## src/rtl/pi_code_ctrl.sv

```systemverilog
// Phase-interpolator code controller for the XAUI CDR loop.
// Integrates phase-detector up/dn votes into a saturating accumulator and
// steps the PI code by one LSB when the net vote count reaches THRESH,
// with a minimum settling gap between steps. The code wraps modulo
// 2^CODE_W (top two bits = quadrant, low bits = fine step). The block also
// provides a manual load, a freeze, and a dither-based lock indicator.
module pi_code_ctrl #(
    parameter int CODE_W  = 6,
    parameter int FILT_W  = 4,
    parameter int THRESH  = 4,
    parameter int MIN_GAP = 8,
    parameter int LOCK_N  = 4
) (
    input  logic              clk,
    input  logic              rst_n,
    input  logic              en,
    input  logic              up,
    input  logic              dn,
    input  logic              freeze,
    input  logic              load,
    input  logic [CODE_W-1:0] load_code,
    output logic [CODE_W-1:0] code,
    output logic              code_upd,
    output logic              wrap,
    output logic              lock
);

    localparam int ACC_W = FILT_W + 1;
    localparam int GAP_W = (MIN_GAP > 1) ? $clog2(MIN_GAP) : 1;
    localparam int LCK_W = $clog2(LOCK_N + 1);

    localparam logic signed [ACC_W:0]   ACC_MAX_X = (ACC_W + 1)'((2 ** FILT_W) - 1);
    localparam logic signed [ACC_W:0]   ACC_MIN_X = -ACC_MAX_X;
    localparam logic signed [ACC_W-1:0] THR_P     = ACC_W'(THRESH);
    localparam logic signed [ACC_W-1:0] THR_N     = -THR_P;
    localparam logic [GAP_W-1:0]        GAP_LOAD  = GAP_W'(MIN_GAP - 1);
    localparam logic [LCK_W-1:0]        LCK_MAX   = LCK_W'(LOCK_N);

    localparam logic [1:0] S_IDLE = 2'd0;
    localparam logic [1:0] S_RUN  = 2'd1;
    localparam logic [1:0] S_HOLD = 2'd2;

    logic [1:0]               state;
    logic signed [ACC_W-1:0]  acc;
    logic [GAP_W-1:0]         gap;
    logic [LCK_W-1:0]         lock_cnt;
    logic                     dir_vld;
    logic                     dir_up;

    logic signed [ACC_W:0]    vote;
    logic signed [ACC_W:0]    acc_sum;
    logic signed [ACC_W-1:0]  acc_nxt;
    logic                     active;
    logic                     gap_zero;
    logic                     step_up;
    logic                     step_dn;

    // Clamp the one-bit-wider vote sum back into the accumulator range.
    function automatic logic signed [ACC_W-1:0] sat_acc(input logic signed [ACC_W:0] x);
        logic signed [ACC_W:0] y;
        y = x;
        if (x > ACC_MAX_X) begin
            y = ACC_MAX_X;
        end else if (x < ACC_MIN_X) begin
            y = ACC_MIN_X;
        end
        return y[ACC_W-1:0];
    endfunction

    // Vote decode, saturating accumulation and step decision for this cycle.
    always_comb begin
        vote = '0;
        if (up && !dn) begin
            vote = (ACC_W + 1)'(1);
        end else if (dn && !up) begin
            vote = '1;
        end
        acc_sum  = $signed({acc[ACC_W-1], acc}) + vote;
        acc_nxt  = sat_acc(acc_sum);
        active   = (state == S_RUN) && en && !freeze;
        gap_zero = (gap == '0);
        step_up  = active && gap_zero && (acc_nxt >= THR_P);
        step_dn  = active && gap_zero && (acc_nxt <= THR_N) && !step_up;
    end

    // Loop-control state machine; en=0 overrides freeze from any state.
    always_ff @(posedge clk or negedge rst_n) begin
        if (!rst_n) begin
            state <= S_IDLE;
        end else begin
            case (state)
                S_IDLE:  if (en) state <= S_RUN;
                S_RUN:   if (!en) state <= S_IDLE; else if (freeze) state <= S_HOLD;
                S_HOLD:  if (!en) state <= S_IDLE; else if (!freeze) state <= S_RUN;
                default: state <= S_IDLE;
            endcase
        end
    end

    // Code, accumulator, gap timer, lock tracking and one-cycle strobes.
    always_ff @(posedge clk or negedge rst_n) begin
        if (!rst_n) begin
            code     <= '0;
            acc      <= '0;
            gap      <= '0;
            lock_cnt <= '0;
            dir_vld  <= 1'b0;
            dir_up   <= 1'b0;
            code_upd <= 1'b0;
            wrap     <= 1'b0;
        end else begin
            code_upd <= 1'b0;
            wrap     <= 1'b0;
            if (load) begin
                // Manual load wins over any step; it restarts settling and
                // forgets direction history so lock has to be re-earned.
                code     <= load_code;
                code_upd <= (load_code != code);
                acc      <= '0;
                gap      <= GAP_LOAD;
                lock_cnt <= '0;
                dir_vld  <= 1'b0;
            end else if (!en) begin
                acc      <= '0;
                lock_cnt <= '0;
                dir_vld  <= 1'b0;
            end else if (active) begin
                if (step_up || step_dn) begin
                    code     <= step_up ? code + CODE_W'(1) : code - CODE_W'(1);
                    code_upd <= 1'b1;
                    wrap     <= step_up ? (code == '1) : (code == '0);
                    acc      <= '0;
                    gap      <= GAP_LOAD;
                    dir_vld  <= 1'b1;
                    dir_up   <= step_up;
                    if (dir_vld) begin
                        if (dir_up != step_up) begin
                            if (lock_cnt != LCK_MAX) lock_cnt <= lock_cnt + LCK_W'(1);
                        end else begin
                            lock_cnt <= '0;
                        end
                    end
                end else begin
                    acc <= acc_nxt;
                    if (!gap_zero) gap <= gap - GAP_W'(1);
                end
            end
        end
    end

    assign lock = (lock_cnt == LCK_MAX);

endmodule

```

## config.mk

```make
export PLATFORM = sky130hd
export DESIGN_NAME = pi_code_ctrl
export DESIGN_NICKNAME = d
export VERILOG_FILES = /design/src/rtl/pi_code_ctrl.sv
export SDC_FILE = /design/constraint.sdc
export NUM_CORES = 1
export LEC_CHECK = 0
export CAP_MARGIN = 5
export CORE_AREA = 2 2 50 86
export CTS_CLUSTER_DIAMETER = 60
export DETAILED_ROUTE_END_ITERATION = 16
export DIE_AREA = 0 0 52 88
export PLACE_DENSITY = 0.71
export RECOVER_POWER = 50
export SETUP_SLACK_MARGIN = 0.02
export SYNTH_ARGS = -nofsm -noshare
export SYNTH_HDL_FRONTEND = slang
export SYNTH_SLANG_ARGS = --single-unit
```

## constraint.sdc

```tcl
create_clock -name clk -period 3.6 [get_ports clk]
set_input_delay 0.54 -clock clk [delete_from_list [all_inputs] [get_ports clk]]
set_output_delay 0.54 -clock clk [all_outputs]
set_load 0.005 [all_outputs]
```

Word-level counts from Yosys, hierarchy flattened
Index checks and enable logic that the tools add are counted.
{"block": "totals", "register_bits": 23}
{"block": "classes", "muxes": 44, "bitwise_logic": 1, "n_eq_ne": 15, "n_addsub": 5, "n_lt_le_gt_ge": 4, "reduce_logical": 25}
{"operator": "$mux W6", "count": 7}
{"operator": "$mux W3", "count": 12}
{"operator": "$mux W5", "count": 6}
{"operator": "$mux W1", "count": 13}
{"operator": "$mux W2", "count": 5}
{"operator": "$ne A3 B1 Y1 const B", "count": 3}
{"operator": "$ne A3 B3 Y1 const B", "count": 3}
{"operator": "$reduce_and A3 Y1", "count": 3}
{"operator": "$logic_and A1 B1 Y1", "count": 8}
{"operator": "$reduce_and A4 Y1", "count": 2}
{"operator": "$add A5 B6 Y6", "count": 1}
{"operator": "$add A6 B1 Y6 const B", "count": 1}
{"operator": "$eq A6 B6 Y1 const B", "count": 1}
{"operator": "$gt A6 B5 Y1 const B", "count": 1}
{"operator": "$logic_not A6 Y1", "count": 1}
{"operator": "$lt A6 B5 Y1 const B", "count": 1}
{"operator": "$ne A6 B6 Y1", "count": 1}
{"operator": "$pmux W2 S3", "count": 1}
{"operator": "$reduce_bool A2 Y1", "count": 3}
{"operator": "$sub A6 B1 Y6 const B", "count": 1}
{"operator": "$ge A5 B4 Y1 const B", "count": 1}
{"operator": "$le A5 B3 Y1 const B", "count": 1}
{"operator": "$logic_not A1 Y1", "count": 4}
{"operator": "$ne A4 B3 Y1 const B", "count": 1}
{"operator": "other kinds (13)", "count": 13}

Longest topological paths before layout
{"block": "depth", "depth_word": 17, "depth_mapped": 20, "ltp_nobuf": 20}

Worst setup path after synthesis
No wires, ideal clock.
{"block": "synth_timing", "path_kind": "input-to-reg", "startpoint": "input up", "endpoint": "register code[5]", "t_required_ns": 3.474, "arrival_ns": 3.769, "path_stages": 19, "path_buffers": 1, "slack_ns": -0.294, "path_cell_list": "inv_1 -> ha_1 -> buf_4 -> xor2_1 -> ha_1 -> nand4bb_1 -> nand4_2 -> xnor2_4 -> a211oi_2 -> nor3_2 -> inv_1 -> ha_1 -> nor2b_1 -> o21ai_0 -> nand2b_1 -> a21oi_1 -> xor2_1 -> mux2i_1 -> nand2_1"}
{"block": "synth_via", "elab_chain_len": 15, "elab_cells_between_ends": 24, "cone_classes": "add/sub: 1; order compare: 4; mux: 9; reduce/logical: 10"}
{"item": "start, declared", "line_no": "17", "source": "input logic up,"}
{"item": "$logic_not A1 Y1", "line_no": "75", "source": "end else if (dn && !up) begin"}
{"item": "$logic_and A1 B1 Y1", "line_no": "75"}
{"item": "$mux W6", "line_no": "75"}
{"item": "$mux W6 *", "line_no": "73", "source": "if (up && !dn) begin"}
{"item": "$add A5 B6 Y6 *", "line_no": "78", "source": "acc_sum = $signed({acc[ACC_W-1], acc}) + vote;"}
{"item": "$lt A6 B5 Y1", "line_no": "64", "source": "end else if (x < ACC_MIN_X) begin"}
{"item": "$mux W5", "line_no": "64"}
{"item": "$mux W5 *", "line_no": "62", "source": "if (x > ACC_MAX_X) begin"}
{"item": "$ge A5 B4 Y1", "line_no": "82", "source": "step_up = active && gap_zero && (acc_nxt >= THR_P);"}
{"item": "$logic_and A1 B1 Y1", "line_no": "82"}
{"item": "$mux W6 or $logic_not A1 Y1 (tied branches)", "line_no": "129, 83"}
{"item": "$mux W6 or $logic_and A1 B1 Y1 (tied branches)", "line_no": "128, 83"}
{"item": "$mux W6 or $logic_or A1 B1 Y1 (tied branches)", "line_no": "127, 128"}
{"item": "$mux W6 or $reduce_bool A2 Y1 (tied branches)"}
{"item": "$mux W6 or $reduce_and A3 Y1 (tied branches)"}
{"item": "end signal, assigned", "line_no": "117", "source": "code <= load_code;"}
{"item": "end signal, assigned", "line_no": "129", "source": "code <= step_up ? code + CODE_W'(1) : code - CODE_W'(1);"}
{"item": "end, declared", "line_no": "22", "source": "output logic [CODE_W-1:0] code,"}
Mark *: on every way between the ends. The rest lies on a longest branch, timed or not. The select of a mux whose other input is x is not followed.
A chain may end at the register's enable or synchronous reset.

Worst setup path in the final report
{"block": "layout_timing", "startpoint": "input dn", "endpoint": "register code[5]"}
{"block": "layout_via", "elab_chain_len": 14, "elab_cells_between_ends": 24, "cone_classes": "add/sub: 1; order compare: 4; mux: 9; reduce/logical: 10"}
{"item": "start, declared", "line_no": "18", "source": "input logic dn,"}
{"item": "$logic_and A1 B1 Y1 or $logic_not A1 Y1 (tied branches)", "line_no": "75, 73"}
{"item": "$mux W6 or $logic_and A1 B1 Y1 (tied branches)", "line_no": "75, 73"}
{"item": "$mux W6 *", "line_no": "73"}
{"item": "$add A5 B6 Y6 *", "line_no": "78"}
{"item": "$lt A6 B5 Y1", "line_no": "64"}
{"item": "$mux W5", "line_no": "64"}
{"item": "$mux W5 *", "line_no": "62"}
{"item": "$ge A5 B4 Y1", "line_no": "82"}
{"item": "$logic_and A1 B1 Y1", "line_no": "82"}
{"item": "$mux W6 or $logic_not A1 Y1 (tied branches)", "line_no": "129, 83"}
{"item": "$mux W6 or $logic_and A1 B1 Y1 (tied branches)", "line_no": "128, 83"}
{"item": "$mux W6 or $logic_or A1 B1 Y1 (tied branches)", "line_no": "127, 128"}
{"item": "$mux W6 or $reduce_bool A2 Y1 (tied branches)"}
{"item": "$mux W6 or $reduce_and A3 Y1 (tied branches)"}
Marked as above.

==> impl_metrics.ini <==
[status]
status = completed

[sta]
rsz0062_at_grt = false
hold_viol_final = 0
maxSlewHeadroom_pct = 27.9
worstMarginPinSlew_ps = 1080
min_period_ps = 3440
finalSetupViolCount = 0
max_freq_mhz = 291
finalCritPeriodShare_pct = 95.6
finalMaxSlewViolations = 0
whs_ps = 534
finalClockSkew_ps = 8.14

[layout]
fillCellCount = 326
layout.cells.non_filler = 288
drive_gt1_share_pct = 27.9
n_antenna_cell = 0
nets = 267
syn_to_final_growth_pct = 32.5

[power]
p_leak_uw = 0.00111
clockPowerShare_pct = 25.3
p_comb_share_pct = 30.3
vdd_drop_max_v = 0.000209
p_int_uw = 453
p_switching_uw = 198
seq_power_share_pct = 44.4
power.density_nw_per_um2 = 258
p_sw_share_pct = 30.4
power.total_uw = 651

[grt]
grt_pass1_vias = 1851
antenna_found_initial = 0
grt_pass1_wl_mm = 8.05
grt_max_degree = 24
grt_overflow = 0
grt_usage_pct = 23.1

[worst_setup_path]
crit_top_cell = ha_4
critPathLaunchType = input port
crit_path_start = dn
crit_required_ps = 3750
path_delay_family = simple AND/OR/NAND/NOR gates
path_buf_inv = 4
slowest_delay_ps = 550
end_kind = flip-flop
path_cells = clkbuf_2 -> ha_4 -> inv_2 -> ha_4 -> nand2_4 -> o31ai_4 -> or4_4 -> a211oi_4 -> nor3_4 -> inv_2 -> buf_6 -> ha_4 -> nor2b_4 -> o21ai_2 -> nand2b_1 -> a21oi_2 -> xor2_1 -> mux2i_1 -> nand2_1
critical_path_class = in2reg
crit_fanout = 5
crit_slowest_cell = or4_4
r2r_start = acc[1]$_DFFE_PN0N_
crit_arrival_ps = 3590

[route]
routed_wl_mm = 4.83
wl_per_cell_um = 16.8
drt-pass1-iter-count = 4
drt_iter0_markers = 35
vias = 1703
final_antenna_net_count = 0
drc = 0
drt-vias-per-instance = 5.91

[floorplan]
die_h_um = 88
fp.dieW_um = 52
ios = 22
core_um2 = 3870
start_util_pct = 49.3
placementRows = 30
die_area_um2 = 4580

[cts]
hold_buffers = 0
root_buffer = clkbuf_8
tritoncts = done
worstSkewPairLatency_ps = 270
cts_sinks = 23
htree_num_levels = 1
cts_buffers = 3
cts_buffer_depth = 2
clkTransAtPathRegs_ps = 90

[synthesis]
avgSynthCellArea_um2 = 9.68
yosysWarnings = 0
synth_nets = 223
ys_ff_latch = 23
synthArstFlopShare_pct = 100
synth_edf_count = 0
netlist_area_um2 = 1910
synthCells = 197
ys_seq_area_share_pct = 30.2
synth_flop_cell = dfrtp_1
synth_cell_types = 60

[run]
cap_viol_max_count = 0

[hold_path]
min-delay-start = gap[2]$_DFFE_PN0P_
hold_path_class = reg2reg

[placed_design]
hpwl_mm = 3.54
portBuffers = 21
place_inst = 276
gp_congestion = 0.824
[registers in the layout, indices dropped and copies added (netlist names), 2 cells and up]
register	count
state	2
gap	3
code	6
acc	5
lock_cnt	3
[area by class of cell]
type / count / area, µm² / share of cell area (%)
Multi-Input combinational cell: 154 / 1390 / 54.9
Timing Repair Buffer: 49 / 418 / 16.5
Tap cell: 48 / 60.1 / 2.38
Inverter: 10 / 37.5 / 1.49
Sequential cell: 23 / 576 / 22.8
Clock buffer: 3 / 41.3 / 1.63
Clock inverter: 1 / 7.51 / 0.297
[through the flow]
stage,TNS (ps),util (%),area (µm²),setup slack [ps]
after floorplan,0,-,1940,22.8
after global placement,-1030,59.2,2290,-453
after detailed placement,-1550,59.2,2290,-616
after CTS,0,64.3,2490,47.3
after global routing,0,65.3,2530,31.9
final,0,65.3,2530,158
[tightest hold or removal path, stage by stage (launching register included)]
cell and delay, ps:
dfrtp_1 370, xor2_1 80, nand2_1 60
[worst paths after layout]
path                                   endpoint  slack (ps)  cells past startpoint
setup / recovery            code[5]$_DFFE_PN0P_         160                     19
hold / removal               gap[2]$_DFFE_PN0P_         530                      2
setup reg to reg            code[5]$_DFFE_PN0P_         380                     16
hold reg to reg              gap[2]$_DFFE_PN0P_         530                      2
max in group asynchronous   code[5]$_DFFE_PN0P_        2030                      1
min in group asynchronous  state[0]$_DFFE_PN0P_         910                      1
[Yosys cell counts, types with 2 or more instances]
cell       n  share of area [%]
dfrtp_1   23                 30
nand2_1   16                3.1
a21oi_1   12                3.1
ha_1      12                7.9
xor2_1    12                5.5
nand3_1   11                2.9
inv_1      9                1.8
xnor2_1    7                3.2
mux2i_1    5                2.6
o21ai_0    5                1.3
o31ai_1    5                2.0
clkbuf_1   4               0.79
nand2b_1   4                1.3
o211ai_1   4                1.6
and3_1     3               0.98
buf_6      3                1.8
nand4_1    3               0.98
nor2b_1    3               0.98
o21ai_1    3               0.79
a21o_1     2               0.79
a221oi_1   2               0.92
a41oi_1    2               0.92
buf_2      2               0.52
maj3_1     2                1.0
nand3b_1   2               0.79
nand4b_1   2               0.92
nor2_1     2               0.39
nor4_1     2               0.66
o21a_1     2               0.79
or3b_1     2               0.92
or4_4      2                1.2
[repair_timing]
item,CTS,global route
endpoints found under the setup margin,2,2
setup buffers,7,1
gates resized for setup,20,12
endpoints found under the hold margin,0,0
gates cloned,0,0
pin swaps,11,7
[power groups by stage]
stage | clock (µW) | sequential (µW) | combinational (µW)
CTS | 169 | 289 | 189
global route | 182 | 291 | 215
finish | 165 | 289 | 198
global placement | 0 | 291 | 163
detailed placement | 0 | 293 | 169
floorplan | 0 | 287 | 98.4
[per-layer routing]
metal  routed length, µm  vias to the layer above  track usage (%)  share of wire, %
met4                 161                        0             11.5               3.3
met1                1720                      852             22.8                36
li1                    -                      802                -                 -
met2                2840                       39             46.3                59
met3                 107                       10            0.853               2.2
met5                   0                        -                0                 0
[cells in the final DEF, fill, tap and decap left out, types with 3 or more instances in the layout]
cell type / netlist / final
o211ai_1: 4 / 4
a21oi_1: 12 / 9
xnor2_1: 7 / 7
buf_6: 3 / 3
dfrtp_1: 23 / 23
nand2_1: 16 / 15
clkbuf_8: 0 / 3
xor2_1: 12 / 11
inv_1: 9 / 6
inv_2: 1 / 4
nand2b_1: 4 / 4
ha_4: 0 / 6
mux2i_1: 5 / 5
and3_1: 3 / 3
dlygate4sd3_1: 0 / 4
buf_4: 1 / 24
o21ai_0: 5 / 4
o31ai_1: 5 / 3
clkdlybuf4s50_1: 0 / 15
ha_1: 12 / 6
o21ai_1: 3 / 3
nand3_1: 11 / 11
nand4_1: 3 / 3
[cell families (layout without fill, tap and decap cells)]
group | count (synthesis) | in the layout | synth area share (%)
fa+ha+maj | 15 | 15 | 9.97
compound gates | 46 | 46 | 18.9
simple gates | 67 | 67 | 21.9
mux | 5 | 5 | 2.62
flops | 23 | 23 | 30.2
xor+xnor | 21 | 21 | 11.0
buf+inv | 20 | 63 | 5.45
No activity file was read; power rests on OpenSTA's default activity.
